===== config.mk =====
export PLATFORM = sky130hd
export DESIGN_NAME = btn_conditioner
export DESIGN_NICKNAME = d
export VERILOG_FILES = /design/src/rtl/btn_conditioner.sv
export SDC_FILE = /design/constraint.sdc
export NUM_CORES = 1
export LEC_CHECK = 0
export BUFFER_PORTS_ARGS = -buffer_cell sky130_fd_sc_hd__buf_2
export CORE_AREA = 10 10 47 49
export DETAILED_ROUTE_END_ITERATION = 8
export DIE_AREA = 0 0 57 59
export HOLD_SLACK_MARGIN = 0.15
export SLEW_MARGIN = 20
export SYNTH_ARGS = -nofsm -noshare
export SYNTH_HDL_FRONTEND = slang
export SYNTH_SLANG_ARGS = --single-unit
export TNS_END_PERCENT = 30

===== constraint.sdc =====
create_clock -name clk -period 1.8 [get_ports clk]
set_clock_uncertainty 0.2 [all_clocks]
set_input_delay 0.18 -clock clk [delete_from_list [all_inputs] [get_ports clk]]
set_output_delay 0.18 -clock clk [all_outputs]
set_load 0.02 [all_outputs]

===== src/rtl/btn_conditioner.sv =====
// Push-button conditioner: synchronizer, debounce FSM, press/release/long pulses.
// Define BTN_LONGPRESS_EN to enable the hold counter and long_pulse.
module btn_conditioner #(
    parameter int DEBOUNCE_MS = 20,
    parameter int LONG_MS     = 1000,
    parameter bit ACTIVE_LOW  = 1'b0
) (
    input  logic clk,
    input  logic rst,
    input  logic btn_in,
    output logic btn_level,
    output logic press_pulse,
    output logic release_pulse,
    output logic long_pulse
);

    localparam int DW = $clog2(DEBOUNCE_MS + 1);
    localparam logic [DW-1:0] DEB_LAST = DW'(DEBOUNCE_MS - 1);
    localparam logic [DW-1:0] DEB_ONE  = DW'(1);

    typedef enum logic [1:0] {
        IDLE,
        PRESS_WAIT,
        HELD,
        RELEASE_WAIT
    } state_t;

    state_t        state, state_n;
    logic [DW-1:0] deb_cnt, deb_n;
    logic          pin, sync0, s_in;
    logic          press_n, release_n, level_n;

    assign pin = ACTIVE_LOW ? ~btn_in : btn_in;

    // Sync flops reset to the not-pressed value (after inversion)
    always_ff @(posedge clk or posedge rst) begin
        if (rst) begin
            sync0 <= 1'b0;
            s_in  <= 1'b0;
        end else begin
            sync0 <= pin;
            s_in  <= sync0;
        end
    end

    always_ff @(posedge clk or posedge rst) begin
        if (rst) begin
            state         <= IDLE;
            deb_cnt       <= '0;
            btn_level     <= 1'b0;
            press_pulse   <= 1'b0;
            release_pulse <= 1'b0;
        end else begin
            state         <= state_n;
            deb_cnt       <= deb_n;
            btn_level     <= level_n;
            press_pulse   <= press_n;
            release_pulse <= release_n;
        end
    end

    always_comb begin
        state_n = state;
        deb_n   = deb_cnt;
        case (state)
            IDLE: begin
                if (s_in) begin
                    if (DEBOUNCE_MS == 1) begin
                        state_n = HELD;
                        deb_n   = '0;
                    end else begin
                        state_n = PRESS_WAIT;
                        deb_n   = DEB_ONE;
                    end
                end
            end
            PRESS_WAIT: begin
                if (!s_in) begin
                    state_n = IDLE;
                    deb_n   = '0;
                end else if (deb_cnt == DEB_LAST) begin
                    state_n = HELD;
                    deb_n   = '0;
                end else begin
                    deb_n = deb_cnt + DEB_ONE;
                end
            end
            HELD: begin
                if (!s_in) begin
                    if (DEBOUNCE_MS == 1) begin
                        state_n = IDLE;
                        deb_n   = '0;
                    end else begin
                        state_n = RELEASE_WAIT;
                        deb_n   = DEB_ONE;
                    end
                end
            end
            RELEASE_WAIT: begin
                if (s_in) begin
                    state_n = HELD;
                    deb_n   = '0;
                end else if (deb_cnt == DEB_LAST) begin
                    state_n = IDLE;
                    deb_n   = '0;
                end else begin
                    deb_n = deb_cnt + DEB_ONE;
                end
            end
            default: begin
                state_n = IDLE;
                deb_n   = '0;
            end
        endcase
    end

    always_comb begin
        level_n   = (state_n == HELD) || (state_n == RELEASE_WAIT);
        press_n   = (state_n == HELD) &&
                    ((state == IDLE) || (state == PRESS_WAIT));
        release_n = (state_n == IDLE) &&
                    ((state == HELD) || (state == RELEASE_WAIT));
    end

`ifdef BTN_LONGPRESS_EN
    localparam int HW = $clog2(LONG_MS + 1);
    localparam logic [HW-1:0] HOLD_MAX = HW'(LONG_MS);
    localparam logic [HW-1:0] HOLD_PRE = HW'(LONG_MS - 1);
    localparam logic [HW-1:0] HOLD_ONE = HW'(1);

    logic [HW-1:0] hold_cnt;
    logic          long_done;
    logic          in_hold;

    assign in_hold = (state == HELD) || (state == RELEASE_WAIT);

    always_ff @(posedge clk or posedge rst) begin
        if (rst) begin
            hold_cnt   <= '0;
            long_done  <= 1'b0;
            long_pulse <= 1'b0;
        end else begin
            long_pulse <= 1'b0;
            if (press_n)
                hold_cnt <= '0;
            else if (in_hold && hold_cnt != HOLD_MAX)
                hold_cnt <= hold_cnt + HOLD_ONE;
            if (in_hold && !long_done && hold_cnt == HOLD_PRE) begin
                long_pulse <= 1'b1;
                long_done  <= 1'b1;
            end
            // Re-arm only once the button is fully released
            if (state_n == IDLE)
                long_done <= 1'b0;
        end
    end
`else
    assign long_pulse = 1'b0;
`endif

endmodule


==> results.json, run 1 <==
{
  "status": "finished, final reports clean",
  "dp_cells": 68,
  "yosysWarnings": 0,
  "tns_ns": 0,
  "clock-sinks": 12,
  "drc": 0,
  "pin_count": 7,
  "instances_no_fill": 74,
  "yosys-top-cells-count": "12 x dfrtp_1, 5 x inv_1, 5 x nand2_1",
  "seq_area_frac_synth_pct": 53.9,
  "viasPerCell": 4.84,
  "drtIter0Drc": 13,
  "hp-class": "flop to flop",
  "cts_made_buffers": 3,
  "grt_pass1_wl_mm": 1.42,
  "worst_setup_path_start_kind": "flop",
  "antenna_found_initial": 0,
  "portBuffers": 5,
  "core_area_mm2": 0.00140,
  "cp_max_fo": 5,
  "antenna_cells": 0,
  "ys_ff_latch": 12,
  "powerDensity_mw_per_mm2": 856,
  "setup-violations-final": 0,
  "cp_slowest_cell": "dfrtp_1",
  "clockRootBuffer": "clkbuf_4",
  "cpPeakStageDelay_ns": 0.39,
  "synthCells": 49,
  "crit_chain": "ha_1 > and4bb_4 > nand2_4 > mux2_4",
  "chipHeight_um": 59,
  "ys.flop_type": "dfrtp_1",
  "areaGrowthSynthToFinish_pct": 14.8,
  "synth_edf_count": 0,
  "htree_num_levels": 1,
  "cts_buffer_depth": 2,
  "nNetsFinal": 63,
  "fmax_mhz": 623,
  "grt_pass1_vias": 329,
  "cp.arrival_ns": 1.56,
  "vdd_ir_drop_max_mv": 0.391,
  "die_area_mm2": 0.00336,
  "start_util_pct": 39.7,
  "leakagePower_uw": 0.000299,
  "overflow": 0,
  "die_x_um": 57,
  "drv_slew": 0,
  "synth_area_leaders": "dfrtp_1 54%, mux2_4 5.4%, inv_1 3.4%",
  "vias": 358,
  "clock_latency_ns": 0.27,
  "rsz0062_at_grt": "false",
  "post-route-period-util_pct": 89.1,
  "grt_max_degree": 13,
  "syn_area_um2": 557,
  "finalWeightedCongestion": 0.765,
  "postRouteWirelength_um": 896,
  "timing.final.ws_setup_ns": 0.195,
  "critPathCaptureType": "flop",
  "synth_top_area_share_pct": 53.9,
  "ant_nets": 0,
  "async_flop_share_pct": 100,
  "first_pass_iters": 4,
  "post_synth.cell_area_avg_um2": 11.4,
  "synth_fp_nets": 53,
  "cts_tree": "built",
  "clkTransAtPathRegs_ns": 0.08,
  "grt.total_usage_pct": 5.49,
  "cp.required_ns": 1.75,
  "drt-wirelength-per-cell_um": 12.1,
  "pre_cts_slack_ns": 0.220,
  "yosysTopAreaCell": "dfrtp_1",
  "worstSetupPathType": "flop to flop",
  "drive_gt1_share_pct": 22.4,
  "ys_types": 22,
  "utilization_pct": 45.6,
  "hold_viol": 0,
  "fp-row-count": 14,
  "cap_violations": 0,
  "layout_min_cycle_time_ns": 1.60,
  "synth_most_common_cell": "dfrtp_1",
  "dpl.hpwl_um": 653
}
==> stage by stage <==
step / hold slack (ns) / power, uW / area [um2]
floorplan: -0.155 / 331 / 557
global placement: 0.00164 / 337 / 583
detailed placement: 0.00363 / 337 / 583
CTS: 0.157 / 552 / 639
global route: 0.171 / 568 / 639
finish: 0.155 / 547 / 639
==> cells in the final DEF (no fill, tap or decap), types with 2 or more instances in the layout <==
cell,n
dfrtp_1,12
inv_1,5
nand2_1,5
buf_2,5
o21ai_0,3
o22ai_1,3
clkbuf_4,3
xnor2_1,2
a21oi_1,2
mux2_4,2
nor3b_1,2
dlygate4sd3_1,2
==> critical path, delay by kind of cell, from the launching register on <==
kind / cells / cell delay, ns
fa+ha+maj: 1 / 0.22
flops: 1 / 0.39
mux: 1 / 0.30
simple gates: 2 / 0.37
==> path summary, 6_finish.rpt <==
kind                            cells past startpoint        from           to  slack (ns)
worst max-delay path                                4  deb_cnt[0]     state[1]        0.20
worst min-delay path                                0       sync0         s_in        0.16
worst max register to register                      4  deb_cnt[0]     state[1]        0.20
worst min register to register                      0       sync0         s_in        0.16
max in group asynchronous                           3         rst  press_pulse        0.85
min in group asynchronous                           3         rst   deb_cnt[4]        0.24
==> registers in the layout (all words and copies together) (netlist names) <==
| register | count |
|---|---|
| s_in | 1 |
| press_pulse | 1 |
| deb_cnt | 5 |
| btn_level | 1 |
| sync0 | 1 |
| state | 2 |
| release_pulse | 1 |
==> where the power goes <==
| part | switching (uW) | internal (uW) |
|---|---|---|
| sequential | 13.1 | 280 |
| clock | 88.7 | 123 |
| combinational | 23.3 | 18.9 |
==> logic make-up (layout without fill, tap and decap cells) <==
group | Yosys count | count (layout) | share of synthesized area, %
flops | 12 | 12 | 53.9
simple gates | 12 | 12 | 14.2
compound gates | 11 | 11 | 12.1
buf+inv | 7 | 16 | 6.74
xor+xnor | 3 | 3 | 4.72
mux | 2 | 2 | 5.39
fa+ha+maj | 1 | 1 | 2.25
other cells | 1 | 1 | 0.674
==> metal layers <==
layer	vias up	wire (um)	global-route usage, %
li1	184	-	-
met1	164	410	5.85
met2	8	424	7.75
met3	2	50	2.79
met4	0	10	5.03
met5	-	0	0
==> area by class of cell <==
type / count / area [um2]
inverter: 5 / 18.8
tap: 16 / 20.0
multi-input combinational: 30 / 219
sequential: 12 / 300
clock buffer: 4 / 36.3
timing repair buffer: 7 / 45.0
fill: 141 / 762
==> timing repair <==
item / in CTS / in global routing
setup buffers: 0 / 0
setup endpoints to repair: 0 / 0
resized for setup: 0 / 0
hold endpoints to repair: 13 / 0
hold buffers: 2 / 0
(Power assumes the default switching activity.)
==> inputs of run 2 (changes only) <==
--- a/config.mk
+++ b/config.mk
@@ -6,9 +6,9 @@
 export NUM_CORES = 1
 export LEC_CHECK = 0
 export BUFFER_PORTS_ARGS = -buffer_cell sky130_fd_sc_hd__buf_2
-export CORE_AREA = 10 10 47 49
+export CORE_MARGIN = 10
+export CORE_UTILIZATION = 30
 export DETAILED_ROUTE_END_ITERATION = 8
-export DIE_AREA = 0 0 57 59
 export HOLD_SLACK_MARGIN = 0.15
 export SLEW_MARGIN = 20
 export SYNTH_ARGS = -nofsm -noshare
==> results.json, run 2 (synthesis gave the netlist of run 1 again) <==
{
  "status": "finished, final reports clean",
  "worstSetupPathType": "flop to flop",
  "grt_max_degree": 13,
  "chipHeight_um": 63.1,
  "cts_buffer_depth": 2,
  "htree_num_levels": 1,
  "clock_latency_ns": 0.27,
  "design_area_um2": 651,
  "drive_gt1_share_pct": 22.4,
  "cts_tree": "built",
  "cp_max_fo": 5,
  "whs_path_depth": 0,
  "regMostFlops": "deb_cnt",
  "cp.required_ns": 1.76,
  "drv_slew": 0,
  "ant_nets": 0,
  "p_sw_share_pct": 22.9,
  "nNetsFinal": 63,
  "first_pass_iters": 4,
  "switchingPower_uw": 125,
  "postRouteWirelength_um": 979,
  "clkTransAtPathRegs_ns": 0.08,
  "clock-sinks": 12,
  "cp.arrival_ns": 1.55,
  "comb_power_share_pct": 7.7,
  "hp-class": "flop to flop",
  "cap_violations": 0,
  "mostFrequentLayoutCell": "dfrtp_1",
  "cts_hold_buffers": 2,
  "tns_ns": 0,
  "grt_pass1_wl_mm": 1.73,
  "overflow": 0,
  "antenna_found_initial": 0,
  "start_util_pct": 31.9,
  "hold_viol": 0,
  "p_seq_share_pct": 53.6,
  "reg_top3": "deb_cnt x5, state x2",
  "grt.total_usage_pct": 5.67,
  "instances_no_fill": 83,
  "p_int_uw": 422,
  "antenna_cells": 0,
  "rr_worst_depth": 4,
  "drtIter0Drc": 9,
  "cts_made_buffers": 3,
  "die_area_mm2": 0.00398,
  "vdd_ir_drop_max_mv": 0.397,
  "drt-wirelength-per-cell_um": 11.8,
  "layout_min_cycle_time_ns": 1.59,
  "setup-violations-final": 0,
  "fmax_mhz": 627,
  "worst_setup_path_start_kind": "flop",
  "post_cts_resized": 0,
  "critPathCaptureType": "flop",
  "drc": 0,
  "post-route-period-util_pct": 88.6,
  "post_cts_buffers": 0,
  "grt_pass1_vias": 388,
  "vias": 377,
  "largest_reg_flops": 5,
  "layout_common_cells": "12 x dfrtp_1, 5 x inv_1, 5 x nand2_1, 5 x buf_2",
  "leakagePower_uw": 0.000299,
  "pin_count": 7,
  "clockRootBuffer": "clkbuf_4",
  "powerDensity_mw_per_mm2": 841,
  "dp_cells": 77,
  "rsz0062_at_grt": "false",
  "die_x_um": 63.1,
  "total_power_uw": 547,
  "fp-row-count": 15,
  "post_dp_cell_area_um2": 594,
  "portBuffers": 5,
  "utilization_pct": 37.3,
  "areaGrowthSynthToFinish_pct": 16.9,
  "finalWeightedCongestion": 0.799,
  "power_frac_clock_pct": 38.7,
  "core_area_mm2": 0.00175,
  "viasPerCell": 4.54,
  "dpl.hpwl_um": 717
}
-- run 2: through the flow --
| stage | hold slack, ns | setup slack, ns |
|---|---|---|
| after floorplan | -0.155 | 0.275 |
| after detailed placement | 0.0134 | 0.211 |
| final | 0.156 | 0.205 |
| after global routing | 0.184 | 0.124 |
| after global placement | -0.000310 | 0.245 |
| after CTS | 0.163 | 0.206 |
-- run 2: power by group through the flow --
| stage | clock [uW] | sequential (uW) | combinational [uW] |
|---|---|---|---|
| 2_1_floorplan | 0 | 294 | 37.1 |
| 5_1_grt | 238 | 296 | 50.2 |
| 6_report | 212 | 294 | 42.0 |
| 4_1_cts | 222 | 293 | 42.7 |
| 3_5_place_dp | 0 | 299 | 39.2 |
| 3_3_place_gp | 0 | 298 | 38.1 |
-- run 2: worst max-delay path, stage by stage, from the launching register on --
cell      delay (ns)
dfrtp_1         0.39
ha_1            0.22
and4bb_4        0.29
nand2_4         0.08
mux2_4          0.30
-- run 2: metal layers --
layer	track usage, %	up-vias	wire (um)
li1	-	183	-
met1	5.68	180	418
met2	8.38	12	484
met3	3.53	2	69
met4	4.19	0	6
met5	0	-	0
-- run 2: worst paths after layout --
| path | start | endpoint | slack, ns |
|---|---|---|---|
| worst max-delay path | deb_cnt[0] | btn_level | 0.21 |
| worst min-delay path | sync0 | s_in | 0.16 |
| worst max register to register | deb_cnt[0] | btn_level | 0.21 |
| worst min register to register | sync0 | s_in | 0.16 |
| max in group asynchronous | rst | state[0] | 0.85 |
| min in group asynchronous | rst | state[1] | 0.24 |
-- run 2: layout make-up --
cell class              count  area [um2]
fillers                   170        1090
flip-flops and latches     12         300
multi-input cells          30         219
repair buffers              7        45.0
clock buffers               4        36.3
well taps                  25        31.3
inverters                   5        18.8
==> inputs of run 3 (changes only) <==
--- a/config.mk
+++ b/config.mk
@@ -6,10 +6,11 @@
 export NUM_CORES = 1
 export LEC_CHECK = 0
 export BUFFER_PORTS_ARGS = -buffer_cell sky130_fd_sc_hd__buf_2
-export CORE_MARGIN = 10
-export CORE_UTILIZATION = 30
+export CORE_AREA = 10 10 47 49
 export DETAILED_ROUTE_END_ITERATION = 8
+export DIE_AREA = 0 0 57 59
 export HOLD_SLACK_MARGIN = 0.15
+export SETUP_SLACK_MARGIN = 0.3
 export SLEW_MARGIN = 20
 export SYNTH_ARGS = -nofsm -noshare
 export SYNTH_HDL_FRONTEND = slang
==> results.json, run 3 (synthesis gave the netlist of run 1 again) <==
{
  "worstReg2RegStart": "deb_cnt[2]",
  "hp-class": "flop to flop",
  "cts_made_buffers": 3,
  "rr_endpoint": "btn_level",
  "core_area_mm2": 0.00140,
  "clock_latency_ns": 0.27,
  "clockRootBuffer": "clkbuf_4",
  "drv_slew": 0,
  "holdPathEnd": "s_in",
  "postRouteWirelength_mm": 1.00,
  "largest_reg_flops": 5,
  "reg_top3": "deb_cnt x5, state x2",
  "cp_max_fo": 7,
  "r2r_slack_ns": 0.31,
  "start_util_pct": 39.7,
  "leakagePower_uw": 0.000316,
  "rr_worst_depth": 3,
  "status": "finished, final reports clean",
  "grt_max_degree": 13,
  "hold_viol": 0,
  "clock-sinks": 12,
  "ant_nets": 0,
  "clkTransAtPathRegs_ns": 0.07,
  "grt_pass1_vias": 420,
  "htree_num_levels": 1,
  "cp.arrival_ns": 1.45,
  "powerDensity_mw_per_mm2": 824,
  "die_area_mm2": 0.00336,
  "first_pass_iters": 2,
  "layout_min_cycle_time_ns": 1.49,
  "antenna_cells": 0,
  "grt.total_usage_pct": 6.41,
  "cp.required_ns": 1.76,
  "layout_common_cells": "11 x dfrtp_1, 5 x inv_1, 5 x nand2_1, 5 x buf_2, 4 x buf_4",
  "nNetsFinal": 67,
  "chipHeight_um": 59,
  "finalWeightedCongestion": 0.673,
  "die_x_um": 57,
  "vias": 388,
  "overflow": 0,
  "viasPerCell": 4.97,
  "post-route-period-util_pct": 82.9,
  "drive_gt1_share_pct": 30.6,
  "fp-row-count": 14,
  "antenna_found_initial": 0,
  "cts_buffer_depth": 2,
  "vdd_ir_drop_max_mv": 0.433,
  "drtIter0Drc": 2,
  "critPathCaptureType": "flop",
  "whs_path_depth": 0,
  "mostFrequentLayoutCell": "dfrtp_1",
  "dpl.hpwl_um": 670,
  "fmax_mhz": 670,
  "cts_tree": "built",
  "total_power_uw": 555,
  "worstSetupPathType": "flop to flop",
  "min_from": "sync0",
  "areaGrowthSynthToFinish_pct": 20.9,
  "cap_violations": 0,
  "pin_count": 7,
  "setup-violations-final": 0,
  "portBuffers": 5,
  "grt_pass1_wl_mm": 1.70,
  "drt-wirelength-per-cell_um": 12.8,
  "drc": 0,
  "rsz0062_at_grt": "true",
  "worst_setup_path_start_kind": "flop",
  "tns_ns": 0,
  "regMostFlops": "deb_cnt",
  "crit_path_start": "deb_cnt[2]"
}
run 3: critical path, cell delays in order (launching register included):
cell and delay, ns:
dfrtp_2 0.45, and4bb_4 0.35, nand2_4 0.07, mux2_4 0.30
run 3: what timing repair did:
action / in CTS / in global routing
setup buffers: 4 / 0
endpoints found under the hold margin: 13 / 0
hold buffers: 2 / 0
endpoints found under the setup margin: 3 / 7
resized for setup: 1 / 1
pin swaps: 1 / 0
run 3: area by class of cell:
cell class                      count  area [um2]
Clock buffer                        4        36.3
Fill cell                         135         728
Inverter                            5        18.8
Multi-Input combinational cell     30         221
Sequential cell                    12         302
Tap cell                           16        20.0
Timing Repair Buffer               11        75.1
run 3: routing by layer:
layer	global-route usage, %	vias to the layer above	part of all wire (%)
met5	0	-	0
met4	6.38	0	0.90
met3	2.58	2	3.0
met2	10.2	4	48
met1	6.10	189	48
li1	-	193	-
run 3: where the power goes:
part           leakage (uW)  internal (uW)  switching (uW)
clock network     0.0000210            123            82.1
registers          0.000156            281            12.0
logic              0.000140           29.0            27.9
run 3: how the worst max path moves through the flow:
stage / end / slack, ns / depth (start not counted)
6_report: btn_level / 0.31 / 3
5_1_grt: state[1] / 0.26 / 4
4_1_cts: btn_level / 0.31 / 3
3_5_place_dp: btn_level / 0.22 / 4
3_3_place_gp: state[1] / 0.25 / 4
2_1_floorplan: btn_level / 0.30 / 4
run 3: stage by stage:
stage,area [um2],utilization [%],std cells,hold slack (ns),worst slack (ns)
CTS,673,48.0,78,0.167,0.315
finish,673,48.0,78,0.165,0.307
global placement,586,41.8,68,-0.00337,0.254
floorplan,559,-,49,-0.155,0.302
detailed placement,586,41.8,68,0.00346,0.223
global route,673,48.0,78,0.171,0.262
